### config.mk
export PLATFORM = sky130hd
export DESIGN_NAME = lsu_align
export DESIGN_NICKNAME = d
export VERILOG_FILES = /design/src/rtl/lsu_align.sv
export SDC_FILE = /design/constraint.sdc
export NUM_CORES = 1
export LEC_CHECK = 0
export CAP_MARGIN = 20
export CORE_ASPECT_RATIO = 2
export CORE_MARGIN = 2
export CORE_UTILIZATION = 45
export CTS_CLUSTER_DIAMETER = 50
export CTS_CLUSTER_SIZE = 16
export DETAILED_ROUTE_END_ITERATION = 16
export PLACE_DENSITY = 0.87
export SLEW_MARGIN = 10
export SYNTH_ARGS = -nofsm -noshare
export SYNTH_HDL_FRONTEND = slang
export SYNTH_SLANG_ARGS = --single-unit
### constraint.sdc
create_clock -name clk -period 5.1 [get_ports clk]
set_clock_uncertainty 0.15 [all_clocks]
set_input_delay 1.02 -clock clk [delete_from_list [all_inputs] [get_ports clk]]
set_output_delay 1.02 -clock clk [all_outputs]
set_load 0.05 [all_outputs]
### src/rtl/lsu_align.sv
// Load/store alignment sequencer: aligned accesses pass through as one memory beat; misaligned
// half/word accesses are split into byte beats when LSU_MISALIGN_SPLIT_EN is defined, else flagged.
module lsu_align #(
   parameter int AWIDTH = 32,
   parameter int DWIDTH = 32
) (
   input  logic              clk,
   input  logic              rst,
   input  logic              req_valid_i,
   output logic              req_ready_o,
   input  logic              req_we_i,
   input  logic [AWIDTH-1:0] req_addr_i,
   input  logic [DWIDTH-1:0] req_wdata_i,
   input  logic [2:0]        req_funct3_i,
   output logic              resp_valid_o,
   input  logic              resp_ready_i,
   output logic [DWIDTH-1:0] resp_rdata_o,
   output logic              misalign_o,
   output logic [AWIDTH-1:0] mem_addr_o,
   output logic [DWIDTH-1:0] mem_data_o,
   output logic              mem_read_en_o,
   output logic              mem_write_en_o,
   output logic [2:0]        mem_funct3_o,
   input  logic [DWIDTH-1:0] mem_rdata_i
);

   typedef enum logic [1:0] {IDLE, ACCESS, RESP} state_t;

   state_t            state_reg, state_next;
   logic              we_reg;
   logic [AWIDTH-1:0] addr_reg;
   logic [DWIDTH-1:0] wdata_reg;
   logic [2:0]        funct3_reg;
   logic [DWIDTH-1:0] asm_reg, asm_next;

   logic is_byte, is_half, aligned;

   assign is_byte = (funct3_reg[1:0] == 2'd0);
   assign is_half = (funct3_reg[1:0] == 2'd1);
   assign aligned = is_byte || (is_half && !addr_reg[0]) ||
                    (!is_byte && !is_half && (addr_reg[1:0] == 2'b00));

`ifdef LSU_MISALIGN_SPLIT_EN
   logic [1:0] beat_reg, beat_next;
   logic       last_beat;

   assign last_beat = is_half ? (beat_reg == 2'd1) : (beat_reg == 2'd3);

   always_ff @(posedge clk or negedge rst) begin
      if (!rst) beat_reg <= 2'd0;
      else      beat_reg <= beat_next;
   end
`endif

   always_ff @(posedge clk or negedge rst) begin
      if (!rst) begin
         state_reg  <= IDLE;
         asm_reg    <= '0;
         we_reg     <= 1'b0;
         addr_reg   <= '0;
         wdata_reg  <= '0;
         funct3_reg <= 3'd0;
      end else begin
         state_reg <= state_next;
         asm_reg   <= asm_next;
         if (state_reg == IDLE && req_valid_i) begin
            we_reg     <= req_we_i;
            addr_reg   <= req_addr_i;
            wdata_reg  <= req_wdata_i;
            funct3_reg <= req_funct3_i;
         end
      end
   end

   // Outputs are decoded from state alone so an asynchronous reset clears them immediately.
   always_comb begin
      state_next     = state_reg;
      asm_next       = asm_reg;
      req_ready_o    = 1'b0;
      resp_valid_o   = 1'b0;
      resp_rdata_o   = '0;
      misalign_o     = 1'b0;
      mem_addr_o     = '0;
      mem_data_o     = '0;
      mem_read_en_o  = 1'b0;
      mem_write_en_o = 1'b0;
      mem_funct3_o   = 3'd0;
`ifdef LSU_MISALIGN_SPLIT_EN
      beat_next      = beat_reg;
`endif
      case (state_reg)
         IDLE: begin
            req_ready_o = 1'b1;
            if (req_valid_i) begin
               state_next = ACCESS;
               asm_next   = '0;
`ifdef LSU_MISALIGN_SPLIT_EN
               beat_next  = 2'd0;
`endif
            end
         end
         ACCESS: begin
            if (aligned) begin
               mem_addr_o     = addr_reg;
               mem_data_o     = wdata_reg;
               mem_funct3_o   = funct3_reg;
               mem_read_en_o  = !we_reg;
               mem_write_en_o = we_reg;
               if (!we_reg) asm_next = mem_rdata_i;
               state_next = RESP;
            end else begin
`ifdef LSU_MISALIGN_SPLIT_EN
               mem_addr_o     = addr_reg + AWIDTH'(beat_reg);
               mem_data_o     = {{(DWIDTH-8){1'b0}}, wdata_reg[{beat_reg, 3'b000} +: 8]};
               mem_funct3_o   = we_reg ? 3'b000 : 3'b100;
               mem_read_en_o  = !we_reg;
               mem_write_en_o = we_reg;
               if (!we_reg) asm_next[{beat_reg, 3'b000} +: 8] = mem_rdata_i[7:0];
               beat_next = beat_reg + 2'd1;
               if (last_beat) begin
                  // Stores leave the assembly register at zero, so extension is harmless there.
                  if (is_half)
                     asm_next[DWIDTH-1:16] = {(DWIDTH-16){!funct3_reg[2] && asm_next[15]}};
                  state_next = RESP;
               end
`else
               misalign_o = 1'b1;
               state_next = RESP;
`endif
            end
         end
         RESP: begin
            resp_valid_o = 1'b1;
            resp_rdata_o = asm_reg;
            if (resp_ready_i) state_next = IDLE;
         end
         default: state_next = IDLE;
      endcase
   end

endmodule

==> impl_metrics.tcl, run 1 <==
set metrics [dict create \
    syn_nets 445 \
    post_cts_buffers 0 \
    synth_cell_type_count 20 \
    cp.arrival_ps 2940 \
    grt-ovfl-total 0 \
    synth_warnings 0 \
    drc 0 \
    via_per_inst 5.049 \
    numCtsBuffers 9 \
    synthCells 341 \
    syn2layout_area_growth_pct 54.48 \
    r2r_slack_ps 2950 \
    drv_slew 0 \
    grt_max_degree 70 \
    die_h_um 144.9 \
    cts_tree "yes" \
    critPathSlowestCell "clkdlybuf4s50_1" \
    fp.dieArea_um2 10790 \
    h-tree-depth 3 \
    ctsHoldBuffers 0 \
    crit_family "buffers and inverters" \
    worstReg2RegStart "addr_reg[0]" \
    hold_viol 0 \
    finalNetCount 643 \
    power_frac_comb 0.468 \
    ys_seq_area_frac 0.5711 \
    synth_area_um2 4469 \
    critPathLaunch "addr_reg[0]" \
    timing.max_cap.violations 0 \
    grt_setup_unrepaired "false" \
    chipWidth_um 74.47 \
    via_count 3413 \
    synth-seq-cells 102 \
    setup_viol 0 \
    crit_fanout 39 \
    cp_data_required_time_ps 3930 \
    clkLatencyLatePin_ps 330 \
    diodes 0 \
    mostFrequentLayoutCell "clkdlybuf4s50_1" \
    fin_crit_ps 4111 \
    crit_chain "o21ai_1 -> nand2_1 -> nor2_4 -> buf_4 -> and2_1 -> clkdlybuf4s50_1" \
    power_frac_seq 0.361 \
    path_class "flip-flop to output pin" \
    synth_area_per_cell_um2 13.11 \
    ios 208 \
    p_sw_frac 0.3887 \
    cts_buffer_depth 2 \
    antenna_found_initial 0 \
    setup_tns_ps 0 \
    tightest_slew_ps 1074 \
    status "finished, final reports clean" \
    hpwl_mm 8.795 \
    core.rowCount 51 \
    place.gp.congestion 0.8151 \
    crit_cells 6 \
    drtAntennaViolNets 0 \
    hp-class "flip-flop to flip-flop" \
    end_kind "output pin" \
    drive_above_1_share 0.1618 \
    wl_per_cell_um 17.72 \
    timing.rr.end "asm_reg[3]" \
    fin_cells 676 \
    ff2ff_path_depth 4 \
    wl_mm 11.98 \
    coreArea_um2 9699 \
    cp-start-kind "flip-flop" \
    port-buffer-count 207 \
    holdPathStages 1 \
    power.switching_uw 1498 \
    place_inst 660 \
    cts-resized-gates 0 \
    vdd_drop_max_mv 0.3482 \
    drt_pre_antenna_iters 4 \
    clk_pin_slew_ps 60 \
    internal_power_uw 2356 \
    fin_crit_sh 0.8060 \
    leakagePower_uw 0.002899 \
    drtIter0Drc 219 \
    nFillCells 714 \
    max_slew_margin 0.2839 \
    cts-root-buf "clkbuf_16" \
    critical_path_buf_inv_count 2 \
    max_freq_mhz 243.3 \
    powerDensity_nw_per_um2 558.2 \
    slowest_delay_ps 800 \
    grt_pass1_wl_mm 18.45 \
    grt_pass1_vias 3543 \
    start_util 0.4608 \
    pwr-share-clk 0.171 \
    crit_end "mem_data_o[21]" \
    final_cell_mix "clkdlybuf4s50_1 (206), dfrtp_1 (102), and2_1 (100), mux2_2 (59), a22o_1 (32)" \
    gr-usage-all-layers 0.2287 \
    clock-sinks 102 \
]
## worst reg2reg max path: cells and delay by family (launching register included)
family | cells | cell delay, ps
AOI/OAI and AO/OA | 3 | 1300
DFF | 1 | 400
and+or+nand+nor | 1 | 180
## routing by layer
metal,GRT usage,share of wire,vias to the layer above
li1,-,-,1552
met1,0.2499,0.36,1695
met2,0.3996,0.55,135
met3,0.03958,0.050,31
met4,0.1250,0.048,0
met5,0,0,-
## layout make-up
type	instances	area [µm²]	share of cell area
multi-input combinational	214	1798	0.2604
inverter	1	3.754	0.0005437
sequential	102	2552	0.3697
clock inverter	3	45.04	0.006524
clock buffer	13	240.2	0.03480
timing repair buffer	211	2100	0.3041
tap	132	165.2	0.02392
## kinds of logic after synthesis
logic type | Yosys count | share of synthesized area
buffers and inverters | 25 | 0.02967
DFF | 102 | 0.5711
and+or+nand+nor | 109 | 0.1512
AOI/OAI and AO/OA | 37 | 0.06915
muxes | 68 | 0.1789
## power by group through the flow
| stage | combinational (µW) | sequential (µW) | clock, µW |
|---|---|---|---|
| after floorplan | 1310 | 1320 | 0 |
| after global placement | 1780 | 1380 | 0 |
| after detailed placement | 1810 | 1410 | 0 |
| after CTS | 1820 | 1400 | 676 |
| after global routing | 1910 | 1440 | 709 |
| final | 1800 | 1390 | 659 |
## how the worst min path moves through the flow
| stage | startpoint | endpoint | slack [ps] |
|---|---|---|---|
| 6_report | asm_reg[1] | asm_reg[1] | 340 |
| 5_1_grt | asm_reg[25] | asm_reg[25] | 350 |
| 4_1_cts | asm_reg[22] | asm_reg[22] | 350 |
| 3_5_place_dp | asm_reg[14] | asm_reg[14] | 320 |
| 3_3_place_gp | asm_reg[9] | asm_reg[9] | 320 |
| 2_1_floorplan | asm_reg[10] | asm_reg[10] | 310 |
## cell usage after synthesis, drive strengths merged
cell / n / area (µm²)
a211o: 1 / 8.760
a21oi: 1 / 5.000
a22o: 32 / 280.3
and2: 101 / 631.9
buf: 15 / 93.84
clkbuf: 9 / 35.03
dfrtp: 102 / 2552
inv: 1 / 3.750
mux2: 68 / 799.5
nand2: 3 / 11.26
nand2b: 1 / 6.260
nor2: 2 / 10.01
nor2b: 1 / 6.260
nor3: 1 / 10.01
o21ai: 3 / 15.01
## through the flow
stage	power [µW]	cell area, µm²	util	hold slack [ps]	setup WS, ps
global route	4057	6904	0.7118	351.3	791.2
finish	3854	6904	0.7118	342.5	989.5
CTS	3894	6904	0.7118	347.4	962.9
floorplan	2636	4469	-	307.7	2142
global placement	3160	6619	0.6824	324.7	1366
detailed placement	3220	6619	0.6824	323.6	1333
No activity file was read; power rests on OpenSTA's default activity.
==> run 2: changes to the inputs <==
- CORE_UTILIZATION: 45 -> 37
- PLACE_DENSITY: 0.87 -> 0.76
- clock period: 5.1 -> 3.7 ns (I/O delays scaled with it)
==> impl_metrics.tcl, run 2 (synthesis gave the netlist of run 1 again) <==
set metrics [dict create \
    status "finished, final reports clean" \
    vdd_drop_max_mv 0.4028 \
    cts-resized-gates 0 \
    r2r_slack_ps 1580 \
    fin_crit_ps 3506 \
    cts-root-buf "clkbuf_16" \
    hpwl_mm 8.996 \
    cts_buffer_depth 2 \
    antenna_found_initial 1 \
    core.rowCount 56 \
    fp.dieArea_um2 13030 \
    via_count 3316 \
    h-tree-depth 3 \
    ff2ff_path_depth 4 \
    die_h_um 159.4 \
    leakagePower_uw 0.003003 \
    wl_per_cell_um 17.25 \
    fin_area_um2 6929 \
    drt_pre_antenna_iters 4 \
    hold_viol 0 \
    powerDensity_nw_per_um2 772.9 \
    ios 208 \
    grt-ovfl-total 0 \
    cp-start-kind "flip-flop" \
    worst_slack_ps 193.7 \
    clkLatencyLatePin_ps 330 \
    hold_ws_ps 233.1 \
    max_freq_mhz 285.2 \
    gr-usage-all-layers 0.1870 \
    clk_pin_slew_ps 70 \
    timing.max_cap.violations 0 \
    post_cts_buffers 0 \
    grt_pass1_wl_mm 18.58 \
    max_slew_margin 0.2938 \
    drive_above_1_share 0.2285 \
    nFillCells 1005 \
    placed_area_um2 6608 \
    drc 0 \
    syn2layout_area_growth_pct 55.04 \
    via_per_inst 4.785 \
    path_class "flip-flop to output pin" \
    grt_pass1_vias 3670 \
    crit_fanout 25 \
    cp_data_required_time_ps 2810 \
    finalNetCount 646 \
    tightest_slew_ps 1059 \
    grt_setup_unrepaired "false" \
    pre_cts_slack_ps 512.6 \
    setup_tns_ps 0 \
    start_util 0.3797 \
    crit_chain "o21ai_1 -> nand2_1 -> nor2_4 -> buf_12 -> and2_1 -> clkdlybuf4s50_1" \
    place.gp.congestion 0.7526 \
    coreArea_um2 11770 \
    critPathSlowestCell "clkdlybuf4s50_1" \
    cp.arrival_ps 2620 \
    end_kind "output pin" \
    drtAntennaViolNets 0 \
    cts_tree "yes" \
    clock-sinks 102 \
    drv_slew 0 \
    fin_crit_sh 0.9476 \
    grt_max_degree 87 \
    drtIter0Drc 109 \
    worstReg2RegStart "addr_reg[0]" \
    numCtsBuffers 9 \
    wl_mm 11.95 \
    ctsHoldBuffers 0 \
    setup_viol 0 \
    port-buffer-count 207 \
    chipWidth_um 81.72 \
    final_cell_mix "clkdlybuf4s50_1 (174), dfrtp_1 (102), and2_1 (100), mux2_2 (59), buf_4 (36)" \
    mostFrequentLayoutCell "clkdlybuf4s50_1" \
    slowest_delay_ps 810 \
    critPathLaunch "addr_reg[0]" \
    hp-class "input port to async pin" \
]
[run 2: final timing paths]
path / to
max reg2reg: asm_reg[18]
max: mem_addr_o[1]
max in group asynchronous: funct3_reg[1]
min: addr_reg[24]
min reg2reg: asm_reg[30]
min in group clk: asm_reg[30]
[run 2: area by class of cell]
cell class                 instances  area [µm²]  share of cell area
clock buffer                      11       232.7             0.03359
timing repair buffer             214        2100              0.3030
clock inverter                     5       58.81            0.008487
inverter                           1       3.754           0.0005417
antenna                            1       2.502           0.0003611
tap                              145       181.4             0.02618
sequential                       102        2552              0.3684
multi-input combinational        214        1798              0.2595
[run 2: critical path: cells and delay by family (launching register included)]
| kind | cells | cell delay, ps |
|---|---|---|
| buffers and inverters | 2 | 1010 |
| AO/OA/AOI/OAI | 1 | 170 |
| flip-flops | 1 | 400 |
| AND/OR/NAND/NOR | 3 | 690 |
[run 2: through the flow]
stage / std cells / util / power [µW]
2_1_floorplan: 341 / - / 3634
4_1_cts: 691 / 0.5861 / 5426
3_3_place_gp: 675 / 0.5613 / 4401
6_report: 693 / 0.5886 / 5356
3_5_place_dp: 675 / 0.5613 / 4474
5_1_grt: 693 / 0.5886 / 5654
[run 2: layer usage]
metal	wire length [µm]	global-route usage
met1	4133	0.1920
met2	6665	0.3461
met3	770	0.04478
met4	383	0.07727
met5	0	0
[run 2: power breakdown]
part           internal, µW  switching (µW)  total (µW)
clock network           526             399         925
registers              1640             272        1910
logic                  1100            1410        2520
